File: config.mk
export PLATFORM = sky130hd
export DESIGN_NAME = axilite_slave_regport
export DESIGN_NICKNAME = d
export VERILOG_FILES = /design/src/rtl/axilite_slave_regport.sv
export SDC_FILE = /design/constraint.sdc
export NUM_CORES = 1
export LEC_CHECK = 0
export BUFFER_PORTS_ARGS = -buffer_cell sky130_fd_sc_hd__buf_2
export CELL_PAD_IN_SITES_DETAIL_PLACEMENT = 2
export CELL_PAD_IN_SITES_GLOBAL_PLACEMENT = 2
export CORE_UTILIZATION = 25
export DETAILED_ROUTE_END_ITERATION = 6
export PLACE_DENSITY = 0.92
export SETUP_SLACK_MARGIN = 0.2
export SYNTH_ARGS = -nofsm -noshare
export SYNTH_HDL_FRONTEND = slang
export SYNTH_SLANG_ARGS = --single-unit
File: constraint.sdc
create_clock -name aclk -period 3 [get_ports aclk]
set_input_delay 0.45 -clock aclk [delete_from_list [all_inputs] [get_ports aclk]]
set_output_delay 0.45 -clock aclk [all_outputs]
set_load 0.01 [all_outputs]
File: src/rtl/axilite_slave_regport.sv
// axilite_slave_regport
// AXI4-Lite responder that turns one AXI transaction at a time into a
// level request / ack access on a simple register port feeding a register file.
// Writes win over reads. Addresses at or above REG_SPACE_BYTES are answered
// with SLVERR and never reach the register port.
// Build option: define AXILITE_SLV_TIMEOUT_EN to abandon an access that sees no
// reg_ack within TIMEOUT_CYC cycles; it is then answered with SLVERR, rdata 0.

module axilite_slave_regport #(
  parameter int unsigned ADDR_W          = 32,
  parameter int unsigned DATA_W          = 32,
  parameter int unsigned REG_SPACE_BYTES = 'h100,
  parameter int unsigned TIMEOUT_CYC     = 16
) (
  input  logic                aclk,
  input  logic                areset,
  // write address channel
  input  logic [ADDR_W-1:0]   s_axi_awaddr,
  input  logic                s_axi_awvalid,
  output logic                s_axi_awready,
  // write data channel
  input  logic [DATA_W-1:0]   s_axi_wdata,
  input  logic [DATA_W/8-1:0] s_axi_wstrb,
  input  logic                s_axi_wvalid,
  output logic                s_axi_wready,
  // write response channel
  output logic [1:0]          s_axi_bresp,
  output logic                s_axi_bvalid,
  input  logic                s_axi_bready,
  // read address channel
  input  logic [ADDR_W-1:0]   s_axi_araddr,
  input  logic                s_axi_arvalid,
  output logic                s_axi_arready,
  // read data channel
  output logic [DATA_W-1:0]   s_axi_rdata,
  output logic [1:0]          s_axi_rresp,
  output logic                s_axi_rvalid,
  input  logic                s_axi_rready,
  // register port
  output logic                reg_wr_en,
  output logic                reg_rd_en,
  output logic [ADDR_W-1:0]   reg_addr,
  output logic [DATA_W-1:0]   reg_wdata,
  output logic [DATA_W/8-1:0] reg_wstrb,
  input  logic                reg_ack,
  input  logic [DATA_W-1:0]   reg_rdata,
  input  logic                reg_err
);

  localparam int unsigned       STRB_W     = DATA_W / 8;
  localparam logic [ADDR_W-1:0] ALIGN_MASK = ~ADDR_W'(STRB_W - 1);
  localparam logic [ADDR_W-1:0] SPACE_END  = ADDR_W'(REG_SPACE_BYTES);
  localparam logic [1:0]        RESP_OKAY   = 2'b00;
  localparam logic [1:0]        RESP_SLVERR = 2'b10;

  typedef enum logic [2:0] {
    IDLE,
    WR_ACC,
    WR_RSP,
    RD_ACC,
    RD_RSP
  } state_t;

  state_t state;
  logic   accept_en;   // high only while IDLE and out of reset: gates all readies
  logic   aw_held;     // write address captured, waiting for write data
  logic   w_held;      // write data captured, waiting for write address
  logic   aw_oor;      // captured write address lies outside the register space

  logic aw_take;
  logic w_take;
  logic ar_take;
  logic aw_have;
  logic w_have;
  logic wr_go;
  logic wr_oor;
  logic ar_oor;
  logic acc_timeout;

  // NOTE: handshake qualifiers are plain continuous assigns -- every path is
  // driven in every cycle, so no storage (latch) can be inferred for them.
  assign s_axi_awready = accept_en && !aw_held;
  assign s_axi_wready  = accept_en && !w_held;
  assign s_axi_arready = accept_en && !aw_held && !w_held &&
                         !s_axi_awvalid && !s_axi_wvalid;

  assign aw_take = s_axi_awvalid && s_axi_awready;
  assign w_take  = s_axi_wvalid  && s_axi_wready;
  assign ar_take = s_axi_arvalid && s_axi_arready;

  // A half is "had" once held from an earlier cycle or taken this cycle, so a
  // write completing its last half launches the access on that same edge.
  assign aw_have = aw_held || aw_take;
  assign w_have  = w_held  || w_take;
  assign wr_go   = aw_have && w_have;
  assign wr_oor  = aw_take ? (s_axi_awaddr >= SPACE_END) : aw_oor;
  assign ar_oor  = s_axi_araddr >= SPACE_END;

`ifdef AXILITE_SLV_TIMEOUT_EN
  localparam int unsigned CNT_W = $clog2(TIMEOUT_CYC + 1);
  logic [CNT_W-1:0] to_cnt;

  // Last unacknowledged cycle of an access: the access is abandoned on this edge.
  assign acc_timeout = (to_cnt == CNT_W'(TIMEOUT_CYC - 1)) && !reg_ack;

  // Count access cycles without reg_ack; cleared whenever no access is open.
  always_ff @(posedge aclk) begin
    if (areset || (state != WR_ACC && state != RD_ACC)) begin
      to_cnt <= '0;
    end else if (!reg_ack) begin
      to_cnt <= to_cnt + CNT_W'(1);
    end
  end
`else
  logic unused_timeout_cyc;

  // Without the timeout an access waits for reg_ack indefinitely.
  assign acc_timeout        = 1'b0;
  assign unused_timeout_cyc = ^TIMEOUT_CYC;
`endif

  // Transaction FSM with all channel and register-port outputs registered.
  // NOTE: sequential state uses non-blocking assignments only, so every
  // right-hand side sees the values from before this clock edge.
  always_ff @(posedge aclk) begin
    if (areset) begin
      state        <= IDLE;
      accept_en    <= 1'b0;
      aw_held      <= 1'b0;
      w_held       <= 1'b0;
      aw_oor       <= 1'b0;
      s_axi_bvalid <= 1'b0;
      s_axi_bresp  <= RESP_OKAY;
      s_axi_rvalid <= 1'b0;
      s_axi_rresp  <= RESP_OKAY;
      s_axi_rdata  <= '0;
      reg_wr_en    <= 1'b0;
      reg_rd_en    <= 1'b0;
      reg_addr     <= '0;
      reg_wdata    <= '0;
      reg_wstrb    <= '0;
    end else begin
      case (state)
        IDLE: begin
          accept_en <= 1'b1;
          if (aw_take) begin
            reg_addr <= s_axi_awaddr & ALIGN_MASK;
            aw_oor   <= s_axi_awaddr >= SPACE_END;
          end
          if (w_take) begin
            reg_wdata <= s_axi_wdata;
            reg_wstrb <= s_axi_wstrb;
          end
          if (wr_go) begin
            aw_held   <= 1'b0;
            w_held    <= 1'b0;
            accept_en <= 1'b0;
            if (wr_oor) begin
              state        <= WR_RSP;
              s_axi_bresp  <= RESP_SLVERR;
              s_axi_bvalid <= 1'b1;
            end else begin
              state     <= WR_ACC;
              reg_wr_en <= 1'b1;
            end
          end else begin
            aw_held <= aw_have;
            w_held  <= w_have;
            // ar_take is never true while any write half is pending or offered.
            if (ar_take) begin
              reg_addr  <= s_axi_araddr & ALIGN_MASK;
              accept_en <= 1'b0;
              if (ar_oor) begin
                state        <= RD_RSP;
                s_axi_rresp  <= RESP_SLVERR;
                s_axi_rdata  <= '0;
                s_axi_rvalid <= 1'b1;
              end else begin
                state     <= RD_ACC;
                reg_rd_en <= 1'b1;
              end
            end
          end
        end

        WR_ACC: begin
          if (reg_ack) begin
            reg_wr_en    <= 1'b0;
            s_axi_bresp  <= reg_err ? RESP_SLVERR : RESP_OKAY;
            s_axi_bvalid <= 1'b1;
            state        <= WR_RSP;
          end else if (acc_timeout) begin
            reg_wr_en    <= 1'b0;
            s_axi_bresp  <= RESP_SLVERR;
            s_axi_bvalid <= 1'b1;
            state        <= WR_RSP;
          end
        end

        WR_RSP: begin
          if (s_axi_bready) begin
            s_axi_bvalid <= 1'b0;
            accept_en    <= 1'b1;
            state        <= IDLE;
          end
        end

        RD_ACC: begin
          if (reg_ack) begin
            reg_rd_en    <= 1'b0;
            s_axi_rdata  <= reg_rdata;
            s_axi_rresp  <= reg_err ? RESP_SLVERR : RESP_OKAY;
            s_axi_rvalid <= 1'b1;
            state        <= RD_RSP;
          end else if (acc_timeout) begin
            reg_rd_en    <= 1'b0;
            s_axi_rdata  <= '0;
            s_axi_rresp  <= RESP_SLVERR;
            s_axi_rvalid <= 1'b1;
            state        <= RD_RSP;
          end
        end

        RD_RSP: begin
          if (s_axi_rready) begin
            s_axi_rvalid <= 1'b0;
            accept_en    <= 1'b1;
            state        <= IDLE;
          end
        end

        default: begin
          state     <= IDLE;
          accept_en <= 1'b0;
        end
      endcase
    end
  end

endmodule

# Word level (Yosys, flattened, before mapping)
# Index checks and enable logic that the tools add are counted.
# word_totals
word_cells,116
regBits,115
# classes
n_reduce_logical,30
muxes,52
bitwise,1
n_eq_ne,16
magnitude_cmp,2
# ops
cell,n
$mux 32,7
$ge 32x9->1 const B,2
$pmux 32 s2,1
$ne 2x2->1 const B,11
$mux 1,21
$mux 3,7
$reduce_and 5->1,4
$mux 2,8
$pmux 3 s5,1
$logic_and 1x1->1,9
$pmux 2 s2,2
$reduce_and 4->1,2
$eq 3x2->1 const B,2
$pmux 1 s3,2
$reduce_and 6->1,1
$reduce_bool 3->1,2
$logic_not 1->1,4
$pmux 1 s2,2
$pmux 1 s4,1
$reduce_bool 2->1,2
$eq 3x1->1 const B,1
$eq 3x3->1 const B,1
$logic_not 3->1,1
$ne 3x3->1 const B,1
5 further kinds,6

# Depth between registers and ports, before layout
# depth
ltp_word,9
depth_mapped,8
ltp_nobuf,6

# Least setup slack after synthesis
# Ideal clock, no wire load.
# synth_path
kind,input to register
startpoint,input s_axi_araddr[25]
endpoint,register s_axi_rdata[0]
cell_stages,7
setup_slack_ns,1.272
path_buffers,1
required_time_ns,2.940
setup_time_ns,0.060
t_arrival_ns,1.668
path_cell_list,nor4_1 -> nand4_1 -> nor2_1 -> o21ai_1 -> nor2_1 -> buf_2 -> a22o_1
# synth_between
elab_chain_cells,3
# synth_lines
element,line,rtl
"start, declared",31,"input logic [ADDR_W-1:0] s_axi_araddr,"
$ge 32x9->1,97,assign ar_oor = s_axi_araddr >= SPACE_END;
$ne 2x2->1 (no line),-,
$reduce_and 5->1 (no line),-,
"end signal, assigned",211,s_axi_rdata <= reg_rdata;
"end, declared",35,"output logic [DATA_W-1:0] s_axi_rdata,"
# No other way between the ends.
# A chain may end at the register's enable or synchronous reset.

# Worst setup path after layout
# layout_path
startpoint,register accept_en
endpoint,register s_axi_rdata[22]
# layout_between
elab_chain_cells,7
# layout_lines
element,line,rtl
"start, declared",65,logic accept_en;
"start signal, assigned",128,accept_en <= 1'b0;
"start signal, assigned",145,accept_en <= 1'b1;
"start signal, assigned",157,accept_en <= 1'b0;
$logic_and 1x1->1,"82, 84",
$logic_and 1x1->1 (2 in a row),84,assign s_axi_arready = accept_en && !aw_held && !w_held &&
$logic_and 1x1->1,85,!s_axi_awvalid && !s_axi_wvalid;
$logic_and 1x1->1,89,assign ar_take = s_axi_arvalid && s_axi_arready;
$ne 2x2->1 (no line),-,
$reduce_and 5->1 (no line) *,-,
# Mark *: on every way between the ends. The rest lies on a longest branch, timed or not.

==> impl_metrics.tcl <==
set metrics [dict create \
    outcome "complete, no violations" \
    post_synth_most_frequent_cells "113 x dfxtp_1, 106 x nand2_1, 70 x a21oi_1, 32 x a22o_1, 31 x a22oi_1" \
    clk-insertion-delay-late_ns 0.40 \
    fillCellCount 1887 \
    post_synth_num_cell_types 44 \
    routed-via-count 4584 \
    die_w_um 133 \
    worst-r2r-setup-slack_ns 1.00 \
    place_congestion 0.859 \
    worst-setup-path-type "reg2reg" \
    globalRoute.busiestLayer "met2" \
    post_place_cells 921 \
    worst_hold_path_type "in2reg" \
    final_critical_path_setup_slack_ns 1.00 \
    max_clock_freq_ghz 0.500 \
    final.setup_skew_ns 0.00896 \
    first_iter_violations 186 \
    clock-sinks 113 \
    post_route_cells_drive_above_1_share_pct 39.9 \
    synth_area_leaders "dfxtp_1 53%, nand2_1 9.3%, a21oi_1 8.2%" \
    drt-vias-per-instance 4.83 \
    worst_pin_slew_ns 0.818 \
    synth_cell_area_um2 4270 \
    cts_max_level 4 \
    detailed_place_hpwl_um 12000 \
    grt.total_usage_pct 18.7 \
    leakage_nw 2.92 \
    worst_setup_path_start_kind "flip-flop" \
    buffer_ports.inserted 245 \
    synth_enable_flop_cells 0 \
    max_slew_margin_pct 44.7 \
    async_reset_ff_share_pct 0 \
    yosys_warning_total 0 \
    globalRouteOverflowTotal 0 \
    initial_utilization_pct 25.7 \
    hp-start "reg_rdata[30]" \
    postSynthRegisterBits 113 \
    buffers_from_clock_root_to_sink_at_most 2 \
    netlist.area_leader.share_pct 52.9 \
    instances_no_fill 950 \
    hold_viol_final 0 \
    post-route-period-util_pct 66.7 \
    cts_tree "yes" \
    groute.layer.met1.usage_pct 22.1 \
    cellPowerDensity_nw_per_um2 757 \
    grt_first_pass_wirelength_um 25800 \
    finalInstanceArea_um2 6280 \
    growth_of_design_area_from_synthesis_to_finish_pct 47.0 \
    detail_route.wl_per_cell_um 17.0 \
    syn_avg_cell_area_um2 8.83 \
    critical_path_peak_fanout 32 \
    preCtsSetupSlack_ns 0.698 \
    cp.required_ns 3.29 \
    core_area_um2 16600 \
    timing_max_transition_violations_final 0 \
    final_antenna_net_count 0 \
    clk_pin_slew_worst_paths_ns 0.05 \
    worst-endpoint-arrival_ns 2.29 \
    design.die.area_um2 17600 \
    placedInstanceArea_um2 5690 \
    syn-instance-count 484 \
    drt_drc_violations_left 0 \
    drv.max_cap_violation_count 0 \
    setup_viol 0 \
    post-cts-setup-buffers 0 \
    drt_pre_antenna_iters 4 \
    grt_pass1_vias 4902 \
    ios 252 \
    grt_setup_unrepaired "no" \
    routed_wirelength_um 16200 \
    layout.nets 861 \
    cts_inserted_buffers 17 \
    synth.largest_area_cell "dfxtp_1" \
    power.total_mw 4.76 \
    timing.critical_path.from "accept_en" \
    critPathCaptureType "flip-flop" \
    yosysMostFrequentCell "dfxtp_1" \
    met3_usage_pct 6.36 \
    yosysSeqAreaShare_pct 52.9 \
    critical_path.reg2reg.startpoint "accept_en" \
    antenna_cells_inserted 0 \
    setup_tns_ns 0 \
    antenna_found_initial 0 \
    postCtsHoldBufs 0 \
    postSynth.topFlopCell "dfxtp_1" \
    finalWorstPathRequiredPeriod_ns 2.00 \
    die_height_um 133 \
    worst_ir_drop_vdd_mv 0.368 \
    cts-root-buf "clkbuf_16" \
    fp-row-count 47 \
    met2_resource_use_gr_pct 31.6 \
    cts.repair.resized 0 \
    maximum_number_of_pins_on_one_net_before_global_route_repair 47 \
]
-- layout by cell type, fill, tap and decap left out, types with 4 or more instances in the layout --
master	instances
a22o_1	32
clkbuf_16	17
a21oi_1	70
o21ai_0	5
clkbuf_8	4
nor4b_1	4
buf_2	245
and2_1	4
buf_4	9
a22oi_1	31
dfxtp_1	113
nor2_1	19
nor3_1	4
nand2_1	106
nor4_1	13
nor2_2	4
-- layer usage --
layer	up-vias	share of wire, %
li1	2192	-
met1	2211	44
met2	158	48
met3	23	5.8
met4	0	2.0
met5	-	0
-- worst max-delay path: stages (launching register included) --
cell and delay (ns):
dfxtp_1 0.44, nor2b_4 0.22, and4b_4 0.30, nand2_1 0.07, o21ai_1 0.26, nor2_2 0.05
buf_4 0.26, a22o_1 0.27
-- final timing paths --
check             depth (start not counted)         endpoint
setup / recovery                          7  s_axi_rdata[22]
hold / removal                            2  s_axi_rdata[30]
setup reg to reg                          7  s_axi_rdata[22]
hold reg to reg                           2    reg_wdata[10]
-- kinds of logic (layout without fill, tap and decap cells) --
group | count (synthesis) | count (layout) | share of synthesized area (%)
AO/OA/AOI/OAI | 156 | 156 | 24.4
AND/OR/NAND/NOR | 173 | 173 | 18.4
other | 1 | 2 | 0.0877
flip-flops | 113 | 113 | 52.9
buffers and inverters | 41 | 286 | 4.16
-- registers in the layout, indices dropped and copies added (netlist names) --
name          cells
reg_wdata        32
s_axi_rresp       1
s_axi_rdata      32
s_axi_bresp       1
s_axi_rvalid      1
aw_held           1
reg_rd_en         1
reg_wr_en         1
accept_en         1
reg_wstrb         4
state             3
w_held            1
reg_addr         32
aw_oor            1
s_axi_bvalid      1
-- cell type report --
class | instances | area, um2 | share of cell area (%)
sequential | 113 | 2260 | 36.0
multi-input combinational | 331 | 1850 | 29.4
timing repair buffer | 254 | 1290 | 20.6
clock buffer | 23 | 488 | 7.77
tap | 220 | 275 | 4.38
clock inverter | 6 | 105 | 1.67
inverter | 3 | 11.3 | 0.179
-- per-stage QoR --
stage          util (%)  hold WS, ns
2_1_floorplan         -        0.481
3_3_place_gp       34.2        0.440
3_5_place_dp       34.2        0.448
4_1_cts            37.8        0.234
5_1_grt            37.8        0.232
6_report           37.8        0.252
-- power breakdown --
part           switching (mW)  internal [mW]  leakage (nW)
clock                   0.666           1.38         0.295
sequential              0.101           1.65         0.917
combinational           0.590          0.371          1.71
Power figures use the tool's default switching activity.
